**src/rtl/vmem_addrgen.sv**
```systemverilog
// rtl/vmem_addrgen.sv - strided vector memory address generator
// Fetches a stride from the inc register file, then streams base + i*stride addresses with valid/ready.
module vmem_addrgen #(
    parameter int WIDTH       = 32,
    parameter int LOG2NUMREGS = 3,
    parameter int LOG2MVL     = 6
) (
    input  logic                   clk,
    input  logic                   resetn,
    input  logic                   start,
    input  logic [WIDTH-1:0]       base,
    input  logic [LOG2MVL:0]       vl,
    input  logic [LOG2NUMREGS-1:0] inc_sel,
    input  logic                   postinc,
    input  logic                   flush,
    output logic [LOG2NUMREGS-1:0] inc_reg,
    output logic                   inc_en,
    input  logic [WIDTH-1:0]       inc_readdata,
    output logic                   addr_valid,
    input  logic                   addr_ready,
    output logic [WIDTH-1:0]       addr,
    output logic [LOG2MVL-1:0]     addr_idx,
    output logic                   addr_last,
    output logic                   busy,
    output logic                   done,
    output logic                   wb_we,
    output logic [WIDTH-1:0]       wb_base
);

    typedef enum logic [2:0] {S_IDLE, S_FETCH, S_CAPT, S_GEN, S_FIN} state_t;

    localparam logic [LOG2MVL:0] MVL     = {1'b1, {LOG2MVL{1'b0}}};
    localparam logic [LOG2MVL:0] VL_ONE  = (LOG2MVL+1)'(1);
    localparam logic [LOG2MVL-1:0] IDX_ONE = LOG2MVL'(1);

    state_t                   state_q, state_d;
    logic [WIDTH-1:0]         base_q, base_d;
    logic [LOG2MVL:0]         vl_q, vl_d;
    logic [LOG2NUMREGS-1:0]   inc_sel_q, inc_sel_d;
    logic                     postinc_q, postinc_d;
    logic [WIDTH-1:0]         stride_q, stride_d;
    logic [WIDTH-1:0]         cur_q, cur_d;
    logic [LOG2MVL-1:0]       idx_q, idx_d;
    logic                     is_last;

    assign is_last = ({1'b0, idx_q} == (vl_q - VL_ONE));

    always_ff @(posedge clk or negedge resetn) begin
        if (!resetn) begin
            state_q <= S_IDLE;
        end else begin
            state_q <= state_d;
        end
    end

    // flush outranks every other transition, including start and transfer
    always_comb begin
        state_d = state_q;
        if (flush) begin
            state_d = S_IDLE;
        end else begin
            case (state_q)
                S_IDLE:  if (start) state_d = S_FETCH;
                S_FETCH: state_d = S_CAPT;
                S_CAPT:  state_d = (vl_q != '0) ? S_GEN : S_FIN;
                S_GEN:   if (addr_ready && is_last) state_d = S_FIN;
                S_FIN:   state_d = S_IDLE;
                default: state_d = S_IDLE;
            endcase
        end
    end

    always_comb begin
        inc_en     = (state_q == S_FETCH);
        addr_valid = (state_q == S_GEN);
        addr_last  = (state_q == S_GEN) && is_last;
        done       = (state_q == S_FIN) && !flush;
        wb_we      = (state_q == S_FIN) && !flush && postinc_q;
        busy       = (state_q != S_IDLE);
        inc_reg    = inc_sel_q;
        addr       = cur_q;
        addr_idx   = idx_q;
        wb_base    = cur_q;
    end

    always_comb begin
        base_d    = base_q;
        vl_d      = vl_q;
        inc_sel_d = inc_sel_q;
        postinc_d = postinc_q;
        stride_d  = stride_q;
        cur_d     = cur_q;
        idx_d     = idx_q;
        if (!flush) begin
            case (state_q)
                S_IDLE: if (start) begin
                    base_d    = base;
                    vl_d      = (vl > MVL) ? MVL : vl;
                    inc_sel_d = inc_sel;
                    postinc_d = postinc;
                end
                S_CAPT: begin
                    stride_d = inc_readdata;
                    cur_d    = base_q;
                    idx_d    = '0;
                end
                S_GEN: if (addr_ready) begin
                    cur_d = cur_q + stride_q;
                    idx_d = idx_q + IDX_ONE;
                end
                default: ;
            endcase
        end
    end

    always_ff @(posedge clk or negedge resetn) begin
        if (!resetn) begin
            base_q    <= '0;
            vl_q      <= '0;
            inc_sel_q <= '0;
            postinc_q <= 1'b0;
            stride_q  <= '0;
            cur_q     <= '0;
            idx_q     <= '0;
        end else begin
            base_q    <= base_d;
            vl_q      <= vl_d;
            inc_sel_q <= inc_sel_d;
            postinc_q <= postinc_d;
            stride_q  <= stride_d;
            cur_q     <= cur_d;
            idx_q     <= idx_d;
        end
    end

endmodule
```
**config.mk**
```make
export PLATFORM = sky130hd
export DESIGN_NAME = vmem_addrgen
export DESIGN_NICKNAME = d
export VERILOG_FILES = /design/src/rtl/vmem_addrgen.sv
export SDC_FILE = /design/constraint.sdc
export NUM_CORES = 1
export LEC_CHECK = 0
export CAP_MARGIN = 20
export CORE_ASPECT_RATIO = 0.6
export CORE_UTILIZATION = 35
export CTS_CLUSTER_DIAMETER = 150
export DETAILED_ROUTE_END_ITERATION = 10
export GPL_TIMING_DRIVEN = 0
export SYNTH_ARGS = -nofsm -noshare
export SYNTH_HDL_FRONTEND = slang
export SYNTH_SLANG_ARGS = --single-unit
```
**constraint.sdc**
```tcl
create_clock -name clk -period 2.5 [get_ports clk]
set_input_delay 0.5 -clock clk [delete_from_list [all_inputs] [get_ports clk]]
set_output_delay 0.5 -clock clk [all_outputs]
set_load 0.005 [all_outputs]
```
* Yosys cells after proc, flatten, opt, wreduce, memory -nomap -nowiden *
Cells that the tools add are included.

storage, ports and cells
  register bits after elaboration = 116
  logic and storage cells = 44

operators by class
  eq/ne operators = 8
  bitwise operators = 1
  add/subtract/negate cells = 3
  reduce and logical (&&, ||, !) cells = 13
  muxes and demuxes = 10
  $lt $le $gt $ge = 1

operator list
  kind                                                    number
  case mux 32 bit (2 select lines)                        1
  adder 32 bit                                            1
  two-way mux 32 bit                                      1
  two-way mux 3 bit                                       4
  case mux 3 bit (4 select lines)                         1
  case mux 6 bit (2 select lines)                         1
  == test 6 x 7 -> 1 bit                                  1
  > comparator 7 bit (second input constant)              1
  two-way mux 7 bit                                       1
  nonzero test 7 bit                                      1
  subtractor 7 x 1 -> 7 bit (second input constant)       1
  adder 6 x 1 -> 6 bit (second input constant)            1
  == test 3 x 2 -> 1 bit (second input constant)          2
  two-way mux 6 bit                                       1
  AND reduction 3 bit                                     2
  logical AND 1 bit                                       4
  AND reduction 2 bit                                     2
  == test 3 x 1 -> 1 bit (second input constant)          1
  == test 3 bit (second input constant)                   1
  logical NOT 3 bit                                       1
  inequality test 3 x 2 -> 1 bit (second input constant)  1
  inequality test 3 bit (second input constant)           1
  nonzero test 3 bit                                      1
  inequality test 2 x 1 -> 1 bit (second input constant)  1
  3 further kinds                                         3

* Logic depth before layout (Yosys ltp) *
Gate-level depths: netlist of the first run.

  depth after elaboration = 6
  gate-level depth with buffers = 11
  mapped depth without buffers = 11

* Worst setup path after synthesis of the first run *
Ideal clock, no wire load.

  kind = register to register
  start = register cur_q[0] (netlist: addr[0])
  end = register cur_q[28] (netlist: addr[28])
  buffers on the path = 0
  arrival time = 2.441 ns
  period minus slack after synthesis = 2.566 ns
  data required time = 2.374 ns
  path slack = -0.066 ns
  stages on the path, launching flop included = 12
  path through = dfrtp_1 -> ha_1 -> fa_1 -> a21oi_1 -> o21ai_1 -> a21o_1 -> a21o_1 -> a31o_2 -> a31oi_1 -> o21ai_1 -> xnor2_1 -> o22ai_1

between the ends
  word-level cells in the longest chain between the ends = 3

ends and longest elaborated chain
  what                              RTL line  text
  from (decl)                       42        logic [WIDTH-1:0] cur_q, cur_d;
  from (signal assigned)            131       cur_q <= cur_d;
  adder 32 bit                      108       cur_d = cur_q + stride_q;
  two-way mux 32 bit                107       S_GEN: if (addr_ready) begin
  case mux 32 bit (2 select lines)  95        case (state_q)

No other way between the ends. The select of a mux whose other input is x is not followed.
A chain may end at the register's enable or synchronous reset.

* Worst setup path in the final report of the first run *
  start = register vl_q[0]
  end = output port addr_last

between the ends
  word-level cells in the longest chain between the ends = 3

ends and longest elaborated chain
  what                       RTL line  text
  from (decl)                38        logic [LOG2MVL:0] vl_q, vl_d;
  from (signal assigned)     127       vl_q <= vl_d;
  subtractor 7 x 1 -> 7 bit  46        assign is_last = ({1'b0, idx_q} == (vl_q - VL_ONE));
  == test 6 x 7 -> 1 bit     46
  logical AND 1 bit          76        addr_last = (state_q == S_GEN) && is_last;
  to (decl)                  23        output logic addr_last,

No other way between the ends.

==> metrics.yaml, run 1 <==
hpwl_mm: 14.4
drive_gt1_share_pct: 29.0
die_x_um: 182
clkTransAtPathRegs_ns: 0.06
fp.dieH_um: 110
power.total_mw: 15.4
synth_top_flop_cell: "dfrtp_1"
ys_top_cells_by_area: "dfrtp_1 43%, mux2_2 11%, ha_1 6.3%"
cp-end-kind: "output pin"
syn-instance-count: 679
start_kind: "flip-flop"
grt_setup_unrepaired: "true"
ys_types: 63
cts.htree.levels: 4
syn_to_final_growth_pct: 47.5
fin_crit_sh_pct: 112
vias: 5751
cts_root_buffer: "clkbuf_16"
synth-xor-area-share_pct: 5.17
skew_ns: 0.0140
nets: 998
synth-adder-area-share_pct: 6.57
drc: 0
critPathKind: "flip-flop to output pin"
crit_arrival_ns: 2.30
worst_pin_slew_ns: 0.789
ys_seq_area_share_pct: 42.8
maxSlewHeadroom_pct: 47.4
wl_per_cell_um: 17.7
first_pass_iters: 5
stdcell_count: 1136
initial_core_util_pct: 36.6
first_iter_violations: 297
ys_ff_latch: 116
cts_hold_buf: 0
synth_nets: 794
grt_pass1_vias: 5814
synth_top_area_share_pct: 42.8
drv_slew: 0
grt_start_max_net_pins: 75
min_period_ns: 2.80
grt_pass1_wl_mm: 32.1
violations: "hold timing, setup timing"
overflow: 0
synth.avg_cell_area_sq_um: 9.98
cts_buffers: 17
whs_ns: -0.00915
yosys.area_share.simple_pct: 11.5
antenna_found_initial: 1
yosys-top-cells-count: "116 x dfrtp_1, 68 x mux2_2, 67 x nand2_1"
io-pin-count: 159
vias_per_cell: 5.06
final_util_pct: 54.0
cts_tree: "built"
clock-sinks: 116
p_per_area_nw_per_um2: 1540
detail-route-antenna-nets: 0
finalWeightedCongestion: 0.856
setup_slack_ns: -0.301
status: "finished with violations"
setup_viol: 7
num-fill-cells: 1638
critPathRequiredTime_ns: 2.00
clock_latency_ns: 0.42
syn_area_sq_um: 6780
post-place-cells: 1078
num_antenna_cells: 0
ys_async_sr_fraction_pct: 100
post-synth-top-count-cell: "dfrtp_1"
p_leak_nw: 4.17
fmax_mhz: 357
synth_top_area_cell: "dfrtp_1"
synth_edf_count: 0
coreArea_sq_um: 18500
drv_cap: 0
io_buffer_count: 158
muxShareOfSynthArea_pct: 11.6
max-vdd-ir-drop_mv: 0.565
clk_path_buf_depth: 2
crit_fanout: 7
yosys_warnings: 0
num_rows: 38
synth_compound_area_share_pct: 15.7
synth_top_family_by_area: "compound AO/OA/AOI/OAI gates"
hold_viol_final: 3
wl_mm: 20.1
die_area_sq_um: 19900
hp-class: "input port to asynchronous set/reset pin"
grt_usage_pct: 21.1
-- stage by stage --
stage               setup WS, ns  cell area [sq um]  setup TNS (ns)
floorplan                 0.0318               6790               0
global placement           -3.77               8670         -449.91
detailed placement        -0.866               8700          -14.81
CTS                       -0.370               9720          -0.859
global route              -0.473               9990           -1.85
finish                    -0.301               9990          -0.500
-- cell families (layout without fill, tap and decap cells) --
kind of cell	after synthesis	after routing
mux	70	70
buf+inv	76	293
fa+ha+maj	35	35
simple gates	173	173
xor+xnor	40	40
flops	116	116
compound gates	169	169
-- critical path, stage by stage (launching register included) --
cell     delay (ns)
dfrtp_2        0.40
inv_2          0.07
ha_4           0.18
nor4_2         0.27
a32oi_1        0.09
o32ai_1        0.14
o21ai_1        0.12
nor4b_2        0.33
and2_1         0.18
buf_2          0.11
-- power breakdown --
group / switching, mW / leakage [nW] / total (mW) / internal, mW
Sequential: 0.894 / 1.39 / 3.67 / 2.78
Combinational: 4.14 / 2.49 / 9.10 / 4.96
Clock: 0.954 / 0.293 / 2.62 / 1.67
-- cells in the final DEF, fill, tap and decap left out, drive strengths merged, types with 6 or more instances in the layout --
cell / count
a211oi: 6
a21o: 15
a21oi: 65
a31oi: 12
and3: 6
buf: 70
clkbuf: 40
clkdlybuf4s50: 155
clkinv: 6
dfrtp: 116
ha: 34
inv: 13
mux2: 68
nand2: 68
nand2b: 8
nand3: 10
nor2: 52
nor3: 6
o21ai: 45
xnor2: 23
xor2: 17
-- path summary, 6_finish.rpt --
check / startpoint / end / slack [ns] / cells past startpoint
max in group asynchronous: resetn / addr[7] / 1.75 / 2
min in group clk: postinc_q / postinc_q / 0.50 / 1
setup / recovery: vl_q[0] / addr_last / -0.30 / 9
setup reg to reg: addr[0] / addr[30] / -0.10 / 11
hold reg to reg: postinc_q / postinc_q / 0.50 / 1
hold / removal: resetn / base_q[28] / -0.009 / 1
-- repair_timing --
item	4_1_cts	5_1_grt
resized for setup	61	47
pin swaps	35	28
endpoints found under the setup margin	37	23
buffers inserted	18	10
cloned	0	0
-- layer usage --
layer	share of wire (%)	track usage, %	vias up
met5	0.065	0	-
met4	0.70	4.30	2
met3	5.9	4.64	14
met2	40	29.7	181
met1	53	32.5	2776
li1	-	-	2778
-- layout make-up --
cell class | count | area (sq um) | area share [%]
clock inverters | 13 | 184 | 1.84
inverters | 14 | 56.3 | 0.563
clock buffers | 19 | 433 | 4.33
flip-flops and latches | 116 | 2920 | 29.2
multi-input cells | 487 | 3880 | 38.8
plain buffers | 60 | 393 | 3.93
well taps | 240 | 300 | 3.00
repair buffers | 187 | 1830 | 18.3
Note: power is estimated with default switching activity, not from simulation.
==> run 2, diff against run 1 <==
--- a/config.mk
+++ b/config.mk
@@ -5,7 +5,6 @@
 export SDC_FILE = /design/constraint.sdc
 export NUM_CORES = 1
 export LEC_CHECK = 0
-export CAP_MARGIN = 20
 export CORE_ASPECT_RATIO = 0.6
 export CORE_UTILIZATION = 35
 export CTS_CLUSTER_DIAMETER = 150
==> results of run 2 <==
Same layout as run 1: the final DEF is identical, and so are final timing and power.
==> run 3, diff against run 2 <==
--- a/config.mk
+++ b/config.mk
@@ -9,7 +9,9 @@
 export CORE_UTILIZATION = 35
 export CTS_CLUSTER_DIAMETER = 150
 export DETAILED_ROUTE_END_ITERATION = 10
-export GPL_TIMING_DRIVEN = 0
+export GPL_TIMING_DRIVEN = 1
+export MAX_ROUTING_LAYER = met4
+export REMOVE_ABC_BUFFERS = 1
 export SYNTH_ARGS = -nofsm -noshare
 export SYNTH_HDL_FRONTEND = slang
 export SYNTH_SLANG_ARGS = --single-unit
==> run 3 against run 2 <==
The flow finishes with violations (setup timing). Critical endpoint unchanged. Maximum frequency is 3.4% higher. Clock-buffer cell count shrank 1. First-iteration DRC count increased by 46%. Die area unchanged. Final cell count did not move. Non-clock buffer count stayed put. Combinational power up 2.9%. Clock skew shrank 0.0055 ns. Register-to-register slack is essentially flat. Cell area is essentially flat.
==> metrics.yaml, run 3 (synthesis results as in run 1) <==
start_kind: "flip-flop"
crit_fanout: 6
p_sw_share_pct: 39.3
setup_viol: 10
placed_area_sq_um: 8900
p_int_mw: 9.28
num_rows: 38
crit_start: "vl_q[0]"
drive_gt1_share_pct: 29.5
r2r_slack_ns: -0.11
die_area_sq_um: 19900
grt_start_max_net_pins: 117
cts_root_buffer: "clkbuf_16"
fmax_mhz: 369
hold_viol_final: 0
io_buffer_count: 158
setup_slack_ns: -0.208
cts_tree: "built"
io-pin-count: 159
setup_tns_ns: -0.677
max-vdd-ir-drop_mv: 0.641
final_common_cell: "clkdlybuf4s50_1"
first_iter_violations: 433
overflow: 0
grt_usage_pct: 21.0
clkTransAtPathRegs_ns: 0.06
nets: 998
status: "finished with violations"
p_leak_nw: 4.28
wl_per_cell_um: 17.5
p_per_area_nw_per_um2: 1530
vias_per_cell: 5.16
combPwrFrac_pct: 61.2
num_antenna_cells: 0
seq_area_sq_um: 2910
pwr-share-seq_pct: 22.9
drc: 0
maxSlewHeadroom_pct: 55.4
reg2reg_from: "addr[1]"
use_met2_pct: 30.3
min_period_ns: 2.71
violations: "setup timing"
clock-sinks: 116
cts_buffers: 17
grt_pass1_wl_mm: 31.3
grt_setup_unrepaired: "true"
final_cell_mix: "155 x clkdlybuf4s50_1, 114 x dfrtp_1, 76 x buf_4"
cts.htree.levels: 4
drv_slew: 0
critPathRequiredTime_ns: 2.00
hp-class: "input port to asynchronous set/reset pin"
clock_latency_ns: 0.41
skew_ns: 0.00856
grt_busiest_layer: "met2"
clk_path_buf_depth: 2
drv_cap: 0
finalWeightedCongestion: 0.882
rr_worst_depth: 11
r2r-end: "addr[27]"
syn_to_final_growth_pct: 47.6
crit_arrival_ns: 2.21
grtUsageMet3_pct: 4.41
multi_input_area_sq_um: 3810
switchingPower_mw: 6.00
vias: 5861
grt_pass1_vias: 5863
use_met1_pct: 30.0
hpwl_mm: 13.9
power_frac_clock_pct: 15.9
cp-end-kind: "output pin"
fp.dieH_um: 110
die_x_um: 182
initial_core_util_pct: 36.6
worst_pin_slew_ns: 0.669
coreArea_sq_um: 18500
num-fill-cells: 1579
fin_crit_sh_pct: 108
detail-route-antenna-nets: 0
critPathKind: "flip-flop to output pin"
antenna_found_initial: 0
final_area_sq_um: 10000
wl_mm: 19.9
first_pass_iters: 5
-- run 3: power groups by stage --
stage	clock network, mW	logic, mW	registers (mW)
after floorplan	0	4.64	3.38
after global placement	0	7.77	3.41
after CTS	2.47	8.62	3.44
after global routing	2.57	10.2	3.61
after detailed placement	0	7.98	3.45
final	2.43	9.36	3.50
-- run 3: per-stage QoR --
| stage | hold slack [ns] | cells | total power, mW | util [%] | setup slack, ns |
|---|---|---|---|---|---|
| 5_1_grt | 0.208 | 1136 | 16.3 | 54.1 | -0.357 |
| 2_1_floorplan | 0.204 | 617 | 8.02 | - | -0.368 |
| 3_5_place_dp | 0.485 | 1090 | 11.4 | 48.1 | -0.343 |
| 3_3_place_gp | 0.482 | 1090 | 11.2 | 48.1 | -0.240 |
| 6_report | 0.166 | 1136 | 15.3 | 54.1 | -0.208 |
| 4_1_cts | 0.209 | 1128 | 14.5 | 52.4 | -0.219 |
-- run 3: cell type report --
type,count,share of cell area [%]
inverter,14,0.526
tap,240,3.00
clock buffer,18,4.29
clock inverter,14,1.55
timing repair buffer,247,23.4
multi-input combinational,487,38.1
sequential,116,29.1
-- run 3: worst max path at each step --
stage | end | slack (ns) | depth (start not counted)
3_5_place_dp | addr[30] | -0.34 | 11
2_1_floorplan | stride_q[0] | -0.37 | 4
4_1_cts | addr_last | -0.22 | 9
3_3_place_gp | addr_last | -0.24 | 9
6_report | addr_last | -0.21 | 9
5_1_grt | addr_last | -0.36 | 9
-- run 3: what timing repair did --
item / CTS / global route
gates resized for setup: 41 / 43
setup buffers: 6 / 9
hold buffers: 0 / 0
pin swaps: 27 / 30
endpoints found under the setup margin: 15 / 20
-- run 3: worst max-delay path, cell delays in order (launching register included) --
cell and delay, ns:
dfrtp_1 0.40, buf_6 0.14, nor2_4 0.18, xnor2_1 0.14
a32oi_1 0.11, o32ai_1 0.13, o21ai_1 0.12, nor4b_2 0.27
and2_1 0.19, buf_2 0.12
-- run 3: per-layer routing --
layer / vias to the layer above / wire length, um
met5: - / 0
met3: 17 / 1210
met4: 0 / 137
met1: 2873 / 10100
met2: 198 / 8440
li1: 2773 / -
